<file path="src/rtl/fifo_uart_tx_pkg.sv">
// rtl/fifo_uart_tx_pkg.sv - shared types and constants for the FIFO-fed UART transmitter
package uart_pkg;

    localparam int DATA_BITS = 8;
    localparam logic IDLE_LEVEL = 1'b1;

    typedef enum logic [2:0] {
        IDLE   = 3'd0,
        FETCH  = 3'd1,
        START  = 3'd2,
        DATA   = 3'd3,
        PARITY = 3'd4,
        STOP   = 3'd5
    } tx_state_t;

    function automatic logic even_parity(input logic [DATA_BITS-1:0] b);
        return ^b;
    endfunction

endpackage

</file>
<file path="src/rtl/fifo_uart_tx_if.sv">
// rtl/fifo_uart_tx_if.sv - read-side handshake between the byte FIFO and its consumer
interface fifo_uart_tx_if;
    import uart_pkg::*;

    logic                 re_en;
    logic                 buf_emp;
    logic [DATA_BITS-1:0] buf_out;

    modport master (output re_en, input buf_emp, input buf_out);
    modport slave  (input re_en, output buf_emp, output buf_out);

endinterface

</file>
<file path="src/rtl/fifo_uart_tx_baud_gen.sv">
// rtl/fifo_uart_tx_baud_gen.sv - bit-period counter; bit_end marks the last cycle of each bit
module baud_gen #(
    parameter int CLKS_PER_BIT = 16
) (
    input  logic clk,
    input  logic rst,
    input  logic clr,
    output logic bit_end
);
    localparam int CW = (CLKS_PER_BIT > 2) ? $clog2(CLKS_PER_BIT) : 1;
    localparam logic [CW-1:0] LAST = CW'(CLKS_PER_BIT - 1);

    logic [CW-1:0] cnt;

    always_ff @(posedge clk) begin
        if (rst || clr) begin
            cnt <= '0;
        end else if (cnt == LAST) begin
            cnt <= '0;
        end else begin
            cnt <= cnt + CW'(1);
        end
    end

    assign bit_end = (cnt == LAST);

endmodule

</file>
<file path="src/rtl/fifo_uart_tx.sv">
// rtl/fifo_uart_tx.sv - pops bytes from the FIFO read side and sends them as UART frames
module fifo_uart_tx
    import uart_pkg::*;
#(
    parameter int CLKS_PER_BIT = 16,
    parameter bit PARITY_EN    = 1'b0
) (
    input  logic                  clk,
    input  logic                  rst,
    input  logic                  tx_en,
    fifo_uart_tx_if.master        fifo,
    output logic                  tx,
    output logic                  busy,
    output logic                  tx_done,
    output logic [15:0]           frame_cnt
);
    localparam logic [2:0] S_IDLE   = IDLE;
    localparam logic [2:0] S_FETCH  = FETCH;
    localparam logic [2:0] S_START  = START;
    localparam logic [2:0] S_DATA   = DATA;
    localparam logic [2:0] S_PARITY = PARITY;
    localparam logic [2:0] S_STOP   = STOP;
    localparam logic [2:0] LAST_IDX = 3'(DATA_BITS - 1);

    logic [2:0]           state;
    logic [DATA_BITS-1:0] shreg;
    logic                 par;
    logic [2:0]           idx;
    logic                 bit_end;
    logic                 stop_end;
    logic                 pop_ok;

    // Counter restarts in FETCH so the start bit gets a full period.
    baud_gen #(.CLKS_PER_BIT(CLKS_PER_BIT)) u_baud (
        .clk     (clk),
        .rst     (rst),
        .clr     ((state == S_IDLE) || (state == S_FETCH)),
        .bit_end (bit_end)
    );

    assign stop_end   = (state == S_STOP) && bit_end;
    assign pop_ok     = tx_en && !fifo.buf_emp && !rst;
    assign fifo.re_en = pop_ok && ((state == S_IDLE) || stop_end);
    assign tx_done    = stop_end;
    assign busy       = (state != S_IDLE);

    always_comb begin
        tx = IDLE_LEVEL;
        case (state)
            S_START:  tx = ~IDLE_LEVEL;
            S_DATA:   tx = shreg[0];
            S_PARITY: tx = par;
            default:  tx = IDLE_LEVEL;
        endcase
    end

    always_ff @(posedge clk) begin
        if (rst) begin
            state     <= S_IDLE;
            shreg     <= '0;
            par       <= 1'b0;
            idx       <= '0;
            frame_cnt <= '0;
        end else begin
            case (state)
                S_IDLE: begin
                    if (fifo.re_en) state <= S_FETCH;
                end
                S_FETCH: begin
                    shreg <= fifo.buf_out;
                    par   <= even_parity(fifo.buf_out);
                    idx   <= '0;
                    state <= S_START;
                end
                S_START: begin
                    if (bit_end) state <= S_DATA;
                end
                S_DATA: begin
                    if (bit_end) begin
                        shreg <= shreg >> 1;
                        idx   <= idx + 3'd1;
                        if (idx == LAST_IDX) state <= PARITY_EN ? S_PARITY : S_STOP;
                    end
                end
                S_PARITY: begin
                    if (bit_end) state <= S_STOP;
                end
                S_STOP: begin
                    if (bit_end) begin
                        frame_cnt <= frame_cnt + 16'd1;
                        state     <= fifo.re_en ? S_FETCH : S_IDLE;
                    end
                end
                default: state <= S_IDLE;
            endcase
        end
    end

endmodule

</file>
<file path="src/flat_wrapper.sv">
// flat-port wrapper written by rule: the top's interface ports become plain ports
module fifo_uart_tx_flat import uart_pkg::*;
#(
    parameter int CLKS_PER_BIT = 16,
    parameter bit PARITY_EN    = 1'b0
)
  (clk, rst, tx_en, tx, busy, tx_done, frame_cnt, fifo_re_en, fifo_buf_emp, fifo_buf_out);
  fifo_uart_tx_if fifo_i ();
  input  logic clk;
  input  logic rst;
  input  logic tx_en;
  output logic tx;
  output logic busy;
  output logic tx_done;
  output logic [15:0] frame_cnt;
  output wire logic [$bits(fifo_i.re_en)-1:0] fifo_re_en;
  input wire logic [$bits(fifo_i.buf_emp)-1:0] fifo_buf_emp;
  input wire logic [$bits(fifo_i.buf_out)-1:0] fifo_buf_out;
  assign fifo_re_en = fifo_i.re_en;
  assign fifo_i.buf_emp = fifo_buf_emp;
  assign fifo_i.buf_out = fifo_buf_out;
  fifo_uart_tx #(.CLKS_PER_BIT(CLKS_PER_BIT), .PARITY_EN(PARITY_EN)) u_core (.clk(clk), .rst(rst), .tx_en(tx_en), .fifo(fifo_i), .tx(tx), .busy(busy), .tx_done(tx_done), .frame_cnt(frame_cnt));
endmodule
</file>
<file path="config.mk">
export PLATFORM = sky130hd
export DESIGN_NAME = fifo_uart_tx_flat
export DESIGN_NICKNAME = d
export VERILOG_FILES = /design/src/rtl/fifo_uart_tx_pkg.sv /design/src/rtl/fifo_uart_tx_if.sv /design/src/rtl/fifo_uart_tx_baud_gen.sv /design/src/rtl/fifo_uart_tx.sv /design/src/flat_wrapper.sv
export SDC_FILE = /design/constraint.sdc
export NUM_CORES = 1
export LEC_CHECK = 0
export BUFFER_PORTS_ARGS = -buffer_cell sky130_fd_sc_hd__buf_2
export CAP_MARGIN = 20
export CORE_MARGIN = 1
export CORE_UTILIZATION = 39
export CTS_BUF_LIST = sky130_fd_sc_hd__clkbuf_4 sky130_fd_sc_hd__clkbuf_8
export CTS_CLUSTER_SIZE = 25
export DETAILED_ROUTE_END_ITERATION = 10
export PLACE_DENSITY_LB_ADDON = 0.2
export SYNTH_ARGS = -nofsm -noshare
export SYNTH_HDL_FRONTEND = slang
export SYNTH_HIERARCHICAL = 1
export SYNTH_SLANG_ARGS = --single-unit
</file>
<file path="constraint.sdc">
create_clock -name clk -period 2.15 [get_ports clk]
set_input_delay 0.43 -clock clk [delete_from_list [all_inputs] [get_ports clk]]
set_output_delay 0.43 -clock clk [all_outputs]
set_load 0.02 [all_outputs]
</file>
# Word level (Yosys, flattened, before mapping)
# Cells that the tools add are included.
# classes
add_sub_neg	3
muxes	13
eq_ne	13
n_reduce_logical	17
# op_table
op	count
$mux 3	7
$pmux 3 s6	1
$add 16x1->16 const B	1
$pmux 8 s2	1
$ne 2x1->1 const B	6
$eq 3x3->1 const B	3
$mux 8	1
$reduce_xor 8->1	1
$eq 3x2->1 const B	2
$pmux 3 s2	1
$reduce_and 6->1	1
$add 4x1->4 const B	1
$eq 4x4->1 const B	1
$logic_and 1x1->1	4
$reduce_and 2->1	2
$add 3x1->3 const B	1
$eq 3x1->1 const B	1
$logic_not 3->1	1
$logic_or 1x1->1	3
$pmux 1 s3	1
$reduce_bool 3->1	1
$logic_not 1->1	2
$reduce_bool 2->1	1
$reduce_or 2->1	1
$mux 1	1
# totals
wordCells	52
register_bits	35
out_inout_bits	20

# Longest topological paths before layout
# Gate-level depths: netlist of run 1.
# depth
word_depth	7
mapped_depth	9
depth_no_buf	8

# By module
# The synthesis of run 1 kept the hierarchy.
# by_module_without_submodules
module	area_per_inst_um2	instances	cells_per_inst	seq_area_each_um2
fifo_uart_tx	1498.9	1	172	620.6
baud_gen	157.7	1	16	80.1

# Worst setup path after synthesis of run 1
# No wires, ideal clock.
# synth_path
path_kind	flip-flop to flip-flop
from	register u_core.u_baud.cnt[0]
to	register u_core.frame_cnt[15]
synth_period_minus_slack_ns	2.093
arrival_ns	2.022
path_stages_with_launch	9
required_time_ns	2.079
path_buffers	1
slack_ns	0.057
path_cell_list	dfxtp_1 -> ha_1 -> nand3_1 -> inv_1 -> nand4b_4 -> or3_1 -> clkbuf_1 -> or4_1 -> a21oi_1
# synth_between
elab_chain_len	2
# synth_lines
item	line	source
start, declared	fifo_uart_tx_baud_gen.sv:13	logic [CW-1:0] cnt;
start signal, assigned	fifo_uart_tx_baud_gen.sv:21	cnt <= cnt + CW'(1);
$eq 4x4->1	fifo_uart_tx_baud_gen.sv:25	assign bit_end = (cnt == LAST);
net u_core.bit_end	fifo_uart_tx.sv:29	logic bit_end;
$reduce_and 2->1 (no source line)	n/a	
end signal, assigned	fifo_uart_tx.sv:90	frame_cnt <= frame_cnt + 16'd1;
end, declared	fifo_uart_tx.sv:15	output logic [15:0] frame_cnt
# The timed path passes the listed nets, and every way through them passes these cells.
# A chain may end at the register's enable or synchronous reset.

# Final worst setup path of run 1
# layout_path
from	register u_core.u_baud.cnt[0]
to	output port fifo_re_en
# layout_between
elab_chain_len	4
# layout_lines
item	line	source
$eq 4x4->1	fifo_uart_tx_baud_gen.sv:25	
net u_core.bit_end	fifo_uart_tx.sv:29	
$logic_and 1x1->1	fifo_uart_tx.sv:41	assign stop_end = (state == S_STOP) && bit_end;
$logic_or 1x1->1	fifo_uart_tx.sv:43	assign fifo.re_en = pop_ok && ((state == S_IDLE) || stop_end);
$logic_and 1x1->1	fifo_uart_tx.sv:43	
end, declared	flat_wrapper.sv:16	output wire logic [$bits(fifo_i.re_en)-1:0] fifo_re_en;
# The timed path passes the listed nets, and every way through them passes these cells.

==> results of run 1 <==
-- cells by family after synthesis --
| kind of cell | after synthesis | share of synthesized area (%) |
|---|---|---|
| simple gates | 78 | 24.3 |
| flops | 35 | 42.3 |
| compound gates | 29 | 11.6 |
| xor+xnor | 20 | 10.6 |
| buf+inv | 14 | 3.40 |
| mux | 8 | 4.83 |
| fa+ha+maj | 4 | 3.02 |
-- layer usage --
metal	wire [um]	share of wire [%]	GRT usage (%)	up-vias
li1	-	-	-	737
met3	103	3.2	6.08	2
met5	0	0	0	-
met2	1490	46	24.9	15
met4	23	0.71	7.18	0
met1	1600	50	20.1	603
-- through the flow --
step	cell area, sq um	std cells
final	2020	273
after global routing	2020	273
after CTS	2000	272
after detailed placement	1870	264
after global placement	1870	264
after floorplan	1660	188
-- cell type report --
cell class | count | area, sq um | share of cell area, %
clock buffers | 5 | 68.8 | 3.41
well taps | 50 | 62.6 | 3.10
flip-flops and latches | 35 | 702 | 34.8
multi-input cells | 139 | 907 | 44.9
repair buffers | 36 | 193 | 9.54
inverters | 5 | 18.8 | 0.929
clock inverters | 3 | 67.6 | 3.35
-- state kept, by name, indices dropped and copies added, names as in the netlist --
register and flops:
u_core/shreg 8, u_core/state 3, u_core/frame_cnt 16, u_core/idx 3
u_core/u_baud/cnt 4, u_core/par 1
-- worst paths after layout --
kind                   startpoint              endpoint  slack (ns)  cells past startpoint
max          u_core/u_baud/cnt[0]            fifo_re_en        0.12                      7
min          u_core/u_baud/cnt[0]  u_core/u_baud/cnt[0]        0.42                      1
max reg2reg  u_core/u_baud/cnt[0]  u_core/frame_cnt[15]        0.19                      7
min reg2reg  u_core/u_baud/cnt[0]  u_core/u_baud/cnt[0]        0.42                      1
-- what timing repair did --
item                                    4_1_cts  5_1_grt
hold buffers                                  0        0
cloned                                        0        0
buffers inserted                              0        1
resized for setup                             2        3
endpoints found under the setup margin        2        5
hold endpoints to repair                      0        0
-- power breakdown --
part | switching [uW] | internal (uW) | leakage (uW)
Sequential | 10.8 | 663 | 0.000283
Clock | 252 | 462 | 0.0000644
Combinational | 58.3 | 48.7 | 0.000513
-- synth_stat cells (2+ instances only) --
cell | count | area [sq um]
sky130_fd_sc_hd__nand4_1 | 7 | 43.8
sky130_fd_sc_hd__xnor2_1 | 16 | 140
sky130_fd_sc_hd__nor2_1 | 28 | 105
sky130_fd_sc_hd__or4_1 | 2 | 15.0
sky130_fd_sc_hd__a211oi_1 | 7 | 52.6
sky130_fd_sc_hd__nand2_1 | 14 | 52.6
sky130_fd_sc_hd__clkbuf_1 | 8 | 30.0
sky130_fd_sc_hd__or3_1 | 3 | 18.8
sky130_fd_sc_hd__inv_1 | 5 | 18.8
sky130_fd_sc_hd__mux2i_1 | 8 | 80.1
sky130_fd_sc_hd__o21ai_0 | 4 | 20.0
sky130_fd_sc_hd__a22oi_1 | 2 | 15.0
sky130_fd_sc_hd__nand3_1 | 6 | 30.0
sky130_fd_sc_hd__and3_1 | 4 | 25.0
sky130_fd_sc_hd__dfxtp_1 | 35 | 701
sky130_fd_sc_hd__xor2_1 | 4 | 35.0
sky130_fd_sc_hd__o31ai_1 | 2 | 15.0
sky130_fd_sc_hd__nor4_1 | 5 | 31.3
sky130_fd_sc_hd__nor3_1 | 2 | 10.0
sky130_fd_sc_hd__ha_1 | 4 | 50.1
sky130_fd_sc_hd__a21oi_1 | 9 | 45.0
-- cell usage in the layout, fill, tap and decap left out, types with 5 or more instances in the layout --
master,n
sky130_fd_sc_hd__a21oi_1,9
sky130_fd_sc_hd__nor4_1,5
sky130_fd_sc_hd__dfxtp_1,34
sky130_fd_sc_hd__clkbuf_8,5
sky130_fd_sc_hd__a211oi_1,7
sky130_fd_sc_hd__nand3_1,5
sky130_fd_sc_hd__buf_2,31
sky130_fd_sc_hd__nand2_1,14
sky130_fd_sc_hd__nor2_1,28
sky130_fd_sc_hd__mux2i_1,8
sky130_fd_sc_hd__buf_4,5
sky130_fd_sc_hd__nand4_1,7
sky130_fd_sc_hd__xnor2_1,16
-- worst max-delay path, stage by stage (launching register included) --
cell	delay (ns)
sky130_fd_sc_hd__dfxtp_2	0.34
sky130_fd_sc_hd__ha_2	0.19
sky130_fd_sc_hd__nand3_2	0.11
sky130_fd_sc_hd__inv_2	0.09
sky130_fd_sc_hd__nand4b_4	0.10
sky130_fd_sc_hd__buf_4	0.18
sky130_fd_sc_hd__a21oi_1	0.12
sky130_fd_sc_hd__buf_2	0.17
==> results_tabular.tex, run 1 <==
\begin{tabular}{lr}
\hline
Metric & Value \\
\hline
\multicolumn{2}{l}{\textbf{Status}} \\
\quad Outcome & finished, final reports clean \\
\multicolumn{2}{l}{\textbf{Setup path}} \\
\quad Data arrival at the endpoint of the critical path & 1.60 ns \\
\quad Critical path data required time & 1.72 ns \\
\quad Critical path endpoint category & output port \\
\quad Maximum fanout encountered on the critical timing path & 9 \\
\quad Worst Path Class, Setup & flip-flop to output port \\
\quad Worst setup SP type & flip-flop \\
\multicolumn{2}{l}{\textbf{Clocking}} \\
\quad Longest Clk Path Bufs & 2 \\
\quad TritonCTS clock tree & built \\
\quad Total number of H-tree levels & 2 \\
\quad CTS Buf Count & 5 \\
\quad Clock-pin slew reported for the worst setup and hold paths after clock tree synthesis & about 0.070 ns \\
\quad Clock network latency to the later pin of the worst-skew pair & 0.29 ns \\
\quad Clock Tree Root & sky130\_fd\_sc\_hd\_\_clkbuf\_8 \\
\quad Clock sinks & 35 \\
\multicolumn{2}{l}{\textbf{Route}} \\
\quad Detailed-route DRC error count & 0 \\
\quad Number of nets with antenna violations after routing & 0 \\
\quad Violation count after the first detailed-routing iteration & 54 \\
\quad First-pass DRT Iterations & 4 \\
\quad Routed Wire Length & 3.22 mm \\
\quad Wire per inst & approximately 12 um \\
\quad Via-to-Cell Ratio & 4.97 \\
\quad Vias after detailed routing & 1357 \\
\multicolumn{2}{l}{\textbf{STA}} \\
\quad Final worst-path setup slack & 0.125 ns \\
\quad Summed negative setup slack over all endpoints & 0 ns \\
\quad Share of the cycle needed by the critical path after routing & approximately 94\% \\
\quad Slew Viols, Final & 0 \\
\quad Least-Margin Pin Slew & about 0.47 ns \\
\quad Period minus WS final & 2.03 ns \\
\quad Max Clock Skew & 0.00617 ns \\
\quad Worst hold margin & 0.422 ns \\
\quad Final hold violation count & 0 \\
\quad RSZ-0062 raised after global routing & no \\
\quad Upper clock frequency limit & 494 MHz \\
\quad Final setup violation count & 0 \\
\quad Max-slew headroom & 68.7\% \\
\multicolumn{2}{l}{\textbf{Global routing}} \\
\quad First-pass GRT wire length & 5.33 mm \\
\quad Initial antenna violation count & 0 \\
\quad Overflow after GRT & 0 \\
\quad Maximum number of pins on one net before global-route repair & 34 \\
\quad Via count of the first global-routing pass & 1184 \\
\quad GR Util All Layers & 16.2\% \\
\multicolumn{2}{l}{\textbf{Logic synthesis}} \\
\quad Syn\_area\_per\_cell & 8.81 sq um \\
\quad Synthesized instance count & 188 \\
\quad Number of synthesis warnings & 6 \\
\quad Post-Synthesis Net Count & 204 \\
\quad Distinct cell type count after synthesis & 34 \\
\quad Seq/Total Area, Yosys & 42.3\% \\
\quad Flops \& latches, synth & 35 \\
\quad Netlist area before placement & 1660 sq um \\
\quad Fraction of registers with async set or reset after synthesis & 0\% \\
\quad Post-synth EDFFs & 0 \\
\quad Synth Flop Type & sky130\_fd\_sc\_hd\_\_dfxtp\_1 \\
\multicolumn{2}{l}{\textbf{Floorplanning}} \\
\quad Effective utilization at floorplan & 41.1\% \\
\quad Floorplan die area & between 4000 and 5000 sq um \\
\quad Area inside the core boundary & approximately 4000 sq um \\
\quad Ports & 32 \\
\quad Number of placement rows & 23 \\
\quad Chip Height & $\sim$67 um \\
\quad Die span in x & 67.2 um \\
\multicolumn{2}{l}{\textbf{Place}} \\
\quad Pre-CTS worst setup slack & 0.0908 ns \\
\quad Post-detail-place hpwl & 2.22 mm \\
\quad Port buffer count & 31 \\
\quad Final weighted congestion in routability-driven placement & 0.684 \\
\multicolumn{2}{l}{\textbf{Run}} \\
\quad Max capacitance violation total & 0 \\
\multicolumn{2}{l}{\textbf{Power}} \\
\quad Power Dens Cells & roughly 740 nW/um\^{}2 \\
\quad P\_leak & 0.000861 uW \\
\quad VDD IR max & 0.566 mV \\
\quad Design Power & 1490 uW \\
\multicolumn{2}{l}{\textbf{Finish}} \\
\quad Final design utilization & 50.1\% \\
\quad Final Net Count & 238 \\
\quad Synth-to-Final Area Change & 21.9\% \\
\quad Fraction of layout cells with a size suffix above 1 & between 20 and 25\% \\
\quad Fillers & 421 \\
\quad Number of antenna cells inserted & 0 \\
\multicolumn{2}{l}{\textbf{Worst hold path}} \\
\quad Type of the tightest min-delay check & flip-flop to flip-flop \\
\hline
\end{tabular}
Note: power is estimated with default switching activity, not from simulation.
==> run 2: changes to the inputs <==
--- a/config.mk
+++ b/config.mk
@@ -12,8 +12,6 @@
 export CTS_BUF_LIST = sky130_fd_sc_hd__clkbuf_4 sky130_fd_sc_hd__clkbuf_8
 export CTS_CLUSTER_SIZE = 25
 export DETAILED_ROUTE_END_ITERATION = 10
-export PLACE_DENSITY_LB_ADDON = 0.2
 export SYNTH_ARGS = -nofsm -noshare
 export SYNTH_HDL_FRONTEND = slang
-export SYNTH_HIERARCHICAL = 1
 export SYNTH_SLANG_ARGS = --single-unit
==> run 2 against run 1 <==
  * Sequential cell count stayed put
  * Sequential power is 24% higher
  * Combinational power grew to 5.5 times the previous value
  * Utilization is 1.2 points lower
  * Routed wire length is 11% higher
  * Synthesized cell count is 11% higher
  * Total power is 39% higher
  * Sequential share of layout area is 1.8 points lower
  * Final cell count is 7.7% higher
  * Critical endpoint unchanged
==> results_tabular.tex, run 2 <==
\begin{tabular}{lr}
\hline
Metric & Value \\
\hline
\multicolumn{2}{l}{\textbf{Status}} \\
\quad Outcome & finished, final reports clean (unchanged) \\
\multicolumn{2}{l}{\textbf{STA}} \\
\quad Share of the cycle needed by the critical path after routing & 94.1\% (was 94.2\%) \\
\quad Final hold violation count & 0 (unchanged) \\
\quad Max Clock Skew & 0.0110 ns (was 0.00617 ns) \\
\quad Least-Margin Pin Slew & 0.505 ns (was 0.469 ns) \\
\quad Period minus WS final & 2.02 ns (was 2.03 ns) \\
\quad Max-slew headroom & 66.3\% (was 68.7\%) \\
\quad Summed negative setup slack over all endpoints & 0 ns (unchanged) \\
\quad RSZ-0062 raised after global routing & no (unchanged) \\
\quad Slew Viols, Final & 0 (unchanged) \\
\quad Upper clock frequency limit & 494 MHz (about the same) \\
\quad Worst hold margin & 0.401 ns (was 0.422 ns) \\
\quad Final setup violation count & 0 (unchanged) \\
\multicolumn{2}{l}{\textbf{Route}} \\
\quad Met1 Routed Length & 1.75 mm (was 1.60 mm) \\
\quad Via-to-Cell Ratio & 5.13 (was 4.97) \\
\quad Number of nets with antenna violations after routing & 0 (unchanged) \\
\quad Routed Wire Length & 3.56 mm (was 3.22 mm) \\
\quad Wire per inst & 12.1 um (was 11.8 um) \\
\quad First-pass DRT Iterations & 4 (unchanged) \\
\quad DR WL met2 & 1.62 mm (was 1.49 mm) \\
\quad Vias after detailed routing & 1507 (was 1357) \\
\quad Met3 wire len & 113 um (was 103 um) \\
\quad Detailed-route DRC error count & 0 (unchanged) \\
\quad Violation count after the first detailed-routing iteration & 73 (was 54) \\
\quad Uppermost signal routing layer after detailed routing & met4 (unchanged) \\
\multicolumn{2}{l}{\textbf{Setup path}} \\
\quad Worst R2R Path Depth & 5 (was 7) \\
\quad Data arrival at the endpoint of the critical path & 1.59 ns (was 1.60 ns) \\
\quad Startpoint of the most critical register-to-register path & u\_core.u\_baud.cnt[1] (was u\_core/u\_baud/cnt[0]) \\
\quad Critical path data required time & 1.72 ns (about the same) \\
\quad RR Endpoint & u\_core.frame\_cnt[15] (was u\_core/frame\_cnt[15]) \\
\quad Capture point of the critical path & fifo\_re\_en (unchanged) \\
\quad Minimum setup slack among reg-to-reg paths & 0.25 ns (was 0.19 ns) \\
\quad Startpoint of the most critical setup path & u\_core.u\_baud.cnt[1] (was u\_core/u\_baud/cnt[0]) \\
\quad Maximum fanout encountered on the critical timing path & 13 (was 9) \\
\quad Worst Path Class, Setup & flip-flop to output port (unchanged) \\
\quad Critical path endpoint category & output port (unchanged) \\
\quad Worst setup SP type & flip-flop (unchanged) \\
\multicolumn{2}{l}{\textbf{Finish}} \\
\quad Largest register by flop count & u\_core.frame\_cnt (was u\_core/frame\_cnt) \\
\quad Max reg flops & 16 (unchanged) \\
\quad Most frequent standard cell in the layout excluding fill and tap cells & sky130\_fd\_sc\_hd\_\_dfxtp\_1 (unchanged) \\
\quad Most frequent cells in the layout & 34 x sky130\_fd\_sc\_hd\_\_dfxtp\_1, 30 x sky130\_fd\_sc\_hd\_\_buf\_2, 27 x sky130\_fd\_sc\_hd\_\_nor2\_1 (was 34 x sky130\_fd\_sc\_hd\_\_dfxtp\_1, 31 x sky130\_fd\_sc\_hd\_\_buf\_2, 28 x sky130\_fd\_sc\_hd\_\_nor2\_1) \\
\quad Fraction of layout cells with a size suffix above 1 & 21.1\% (was 24.2\%) \\
\quad Top Registers & u\_core.frame\_cnt x16, u\_core.shreg x8, u\_core.u\_baud.cnt x4 (was u\_core/frame\_cnt x16, u\_core/shreg x8, u\_core/u\_baud/cnt x4) \\
\quad Synth-to-Final Area Change & 21.2\% (was 21.9\%) \\
\quad Number of antenna cells inserted & 0 (unchanged) \\
\quad Final Net Count & 257 (was 238) \\
\multicolumn{2}{l}{\textbf{Logic synthesis}} \\
\quad Seq/Total Area, Yosys & 39.9\% (was 42.3\%) \\
\quad Most frequent cells after synthesis & 35 x sky130\_fd\_sc\_hd\_\_dfxtp\_1, 27 x sky130\_fd\_sc\_hd\_\_nor2\_1, 14 x sky130\_fd\_sc\_hd\_\_a21oi\_1, 14 x sky130\_fd\_sc\_hd\_\_nand2\_1, 14 x sky130\_fd\_sc\_hd\_\_xnor2\_1 (was 35 x sky130\_fd\_sc\_hd\_\_dfxtp\_1, 28 x sky130\_fd\_sc\_hd\_\_nor2\_1, 16 x sky130\_fd\_sc\_hd\_\_xnor2\_1, 14 x sky130\_fd\_sc\_hd\_\_nand2\_1, 9 x sky130\_fd\_sc\_hd\_\_a21oi\_1) \\
\quad Leading post-synthesis cells by cell area & sky130\_fd\_sc\_hd\_\_dfxtp\_1 40\%, sky130\_fd\_sc\_hd\_\_xnor2\_1 7.0\%, sky130\_fd\_sc\_hd\_\_nor2\_1 5.8\%, sky130\_fd\_sc\_hd\_\_mux2i\_1 4.6\%, sky130\_fd\_sc\_hd\_\_a21oi\_1 4.0\% (was sky130\_fd\_sc\_hd\_\_dfxtp\_1 42\%, sky130\_fd\_sc\_hd\_\_xnor2\_1 8.5\%, sky130\_fd\_sc\_hd\_\_nor2\_1 6.3\%, sky130\_fd\_sc\_hd\_\_mux2i\_1 4.8\%, sky130\_fd\_sc\_hd\_\_a211oi\_1 3.2\%) \\
\quad Number of synthesis warnings & 0 (was 6) \\
\quad Cell with the most instances after synthesis & sky130\_fd\_sc\_hd\_\_dfxtp\_1 (unchanged) \\
\quad Syn\_area\_per\_cell & 8.44 sq um (was 8.81 sq um) \\
\quad Synth Flop Type & sky130\_fd\_sc\_hd\_\_dfxtp\_1 (unchanged) \\
\quad Post-synth EDFFs & 0 (unchanged) \\
\quad Synthesized instance count & 208 (was 188) \\
\quad Distinct cell type count after synthesis & 35 (was 34) \\
\quad Flops \& latches, synth & 35 (unchanged) \\
\quad Fraction of registers with async set or reset after synthesis & 0\% (unchanged) \\
\quad Post-Synthesis Net Count & 224 (was 204) \\
\quad Netlist area before placement & 1760 sq um (was 1660 sq um) \\
\quad Proportion of netlist area held by the largest area contributor & 39.9\% (was 42.3\%) \\
\quad Cell taking the most area after synthesis & sky130\_fd\_sc\_hd\_\_dfxtp\_1 (unchanged) \\
\multicolumn{2}{l}{\textbf{Power}} \\
\quad Design Power & 2070 uW (was 1490 uW) \\
\quad Fraction of power spent switching nets & 33.3\% (was 21.5\%) \\
\quad Internal power & 1380 uW (was 1170 uW) \\
\quad P\_leak & 0.000876 uW (was 0.000861 uW) \\
\quad Sequential group share of total power & 40.2\% (was 45.0\%) \\
\quad Clock share of power & 31.3\% (was 47.8\%) \\
\quad Net switching power & 690 uW (was 321 uW) \\
\quad VDD IR max & 0.508 mV (was 0.566 mV) \\
\quad Power Dens Cells & 974 nW/um\^{}2 (was 740 nW/um\^{}2) \\
\quad Share of power burned in combinational logic & 28.5\% (was 7.2\%) \\
\multicolumn{2}{l}{\textbf{Global routing}} \\
\quad Overflow after GRT & 0 (unchanged) \\
\quad Initial antenna violation count & 0 (unchanged) \\
\quad GR Util All Layers & 16.3\% (was 16.2\%) \\
\quad First-pass GRT wire length & 6.31 mm (was 5.33 mm) \\
\quad Maximum number of pins on one net before global-route repair & 34 (unchanged) \\
\quad Via count of the first global-routing pass & 1399 (was 1184) \\
\multicolumn{2}{l}{\textbf{Clocking}} \\
\quad Hold buffer count at cts & 0 (unchanged) \\
\quad Clock sinks & 35 (unchanged) \\
\quad CTS Buf Count & 5 (unchanged) \\
\quad Clock Tree Root & sky130\_fd\_sc\_hd\_\_clkbuf\_8 (unchanged) \\
\quad Clock network latency to the later pin of the worst-skew pair & 0.30 ns (was 0.29 ns) \\
\quad Clock-pin slew reported for the worst setup and hold paths after clock tree synthesis & 0.07 ns (about the same) \\
\quad TritonCTS clock tree & built (unchanged) \\
\quad Total number of H-tree levels & 2 (unchanged) \\
\quad Longest Clk Path Bufs & 2 (unchanged) \\
\multicolumn{2}{l}{\textbf{Floorplanning}} \\
\quad Ports & 32 (unchanged) \\
\quad Number of placement rows & 24 (was 23) \\
\quad Die span in x & 69.1 um (was 67.2 um) \\
\quad Floorplan die area & 4770 sq um (was 4510 sq um) \\
\quad Chip Height & 69.1 um (was 67.2 um) \\
\quad Area inside the core boundary & 4350 sq um (was 4030 sq um) \\
\quad Effective utilization at floorplan & 40.3\% (was 41.1\%) \\
\multicolumn{2}{l}{\textbf{Worst hold path}} \\
\quad Type of the tightest min-delay check & input port to flip-flop (was flip-flop to flip-flop) \\
\multicolumn{2}{l}{\textbf{Run}} \\
\quad Max capacitance violation total & 0 (unchanged) \\
\multicolumn{2}{l}{\textbf{Place}} \\
\quad Final weighted congestion in routability-driven placement & 0.705 (was 0.684) \\
\quad Post-detail-place hpwl & 2.47 mm (was 2.22 mm) \\
\quad Port buffer count & 31 (unchanged) \\
\hline
\end{tabular}
[run 2: worst min-delay path by stage]
| stage | from | end | slack (ns) | cells past startpoint |
|---|---|---|---|---|
| after CTS | fifo_buf_out[7] | u_core.shreg[7] | 0.39 | 3 |
| after detailed placement | u_core.u_baud.cnt[0] | u_core.u_baud.cnt[0] | 0.45 | 1 |
| after floorplan | u_core.u_baud.cnt[0] | u_core.u_baud.cnt[0] | 0.42 | 1 |
| after global routing | fifo_buf_out[7] | u_core.shreg[7] | 0.42 | 3 |
| final | fifo_buf_out[7] | u_core.shreg[7] | 0.40 | 3 |
| after global placement | u_core.u_baud.cnt[0] | u_core.u_baud.cnt[0] | 0.43 | 1 |
[run 2: layer usage]
layer | global-route usage [%] | vias up
met3 | 3.95 | 8
met4 | 8.16 | 0
li1 | - | 803
met2 | 25.7 | 23
met5 | 0 | -
met1 | 20.6 | 673
[run 2: what timing repair did]
action / 4_1_cts / 5_1_grt
setup buffers: 0 / 0
gates resized for setup: 0 / 5
endpoints found under the setup margin: 0 / 2
[run 2: power groups by stage]
stage | Sequential [uW] | Combinational, uW | Clock [uW]
after global routing | 849 | 669 | 690
after floorplan | 809 | 471 | 0
after detailed placement | 842 | 590 | 0
final | 833 | 590 | 649
after global placement | 837 | 592 | 0
after CTS | 827 | 592 | 668
[run 2: area by class of cell]
type	count	area (sq um)
inverters	7	26.3
flip-flops and latches	35	702
clock inverters	2	38.8
repair buffers	39	221
well taps	52	65.1
multi-input cells	153	992
clock buffers	6	82.6
fillers	422	2230
[run 2: metrics by stage]
stage / utilization [%] / std cells / setup slack [ns] / area [sq um]
after global placement: 45.6 / 286 / 0.301 / 1990
after floorplan: - / 208 / 0.0439 / 1770
after detailed placement: 45.6 / 286 / 0.228 / 1990
final: 48.9 / 294 / 0.126 / 2130
after global routing: 48.9 / 294 / 0.0227 / 2130
after CTS: 48.4 / 294 / 0.00206 / 2110
[run 2: cells by family after synthesis]
| group | share of synthesized area, % |
|---|---|
| muxes | 4.56 |
| xor gates and xnor gates | 8.48 |
| DFF | 39.9 |
| AOI/OAI and AO/OA | 14.6 |
| and+or+nand+nor | 24.7 |
| buffers and inverters | 4.92 |
| adders and majority gates | 2.85 |
[run 2: worst max-delay path, stage by stage (launching register included)]
cell and delay, ns:
sky130_fd_sc_hd__dfxtp_1 0.38, sky130_fd_sc_hd__ha_4 0.16, sky130_fd_sc_hd__nand3_1 0.10, sky130_fd_sc_hd__buf_6 0.17
sky130_fd_sc_hd__nor3_4 0.17, sky130_fd_sc_hd__inv_1 0.06, sky130_fd_sc_hd__a21oi_1 0.12, sky130_fd_sc_hd__buf_4 0.15
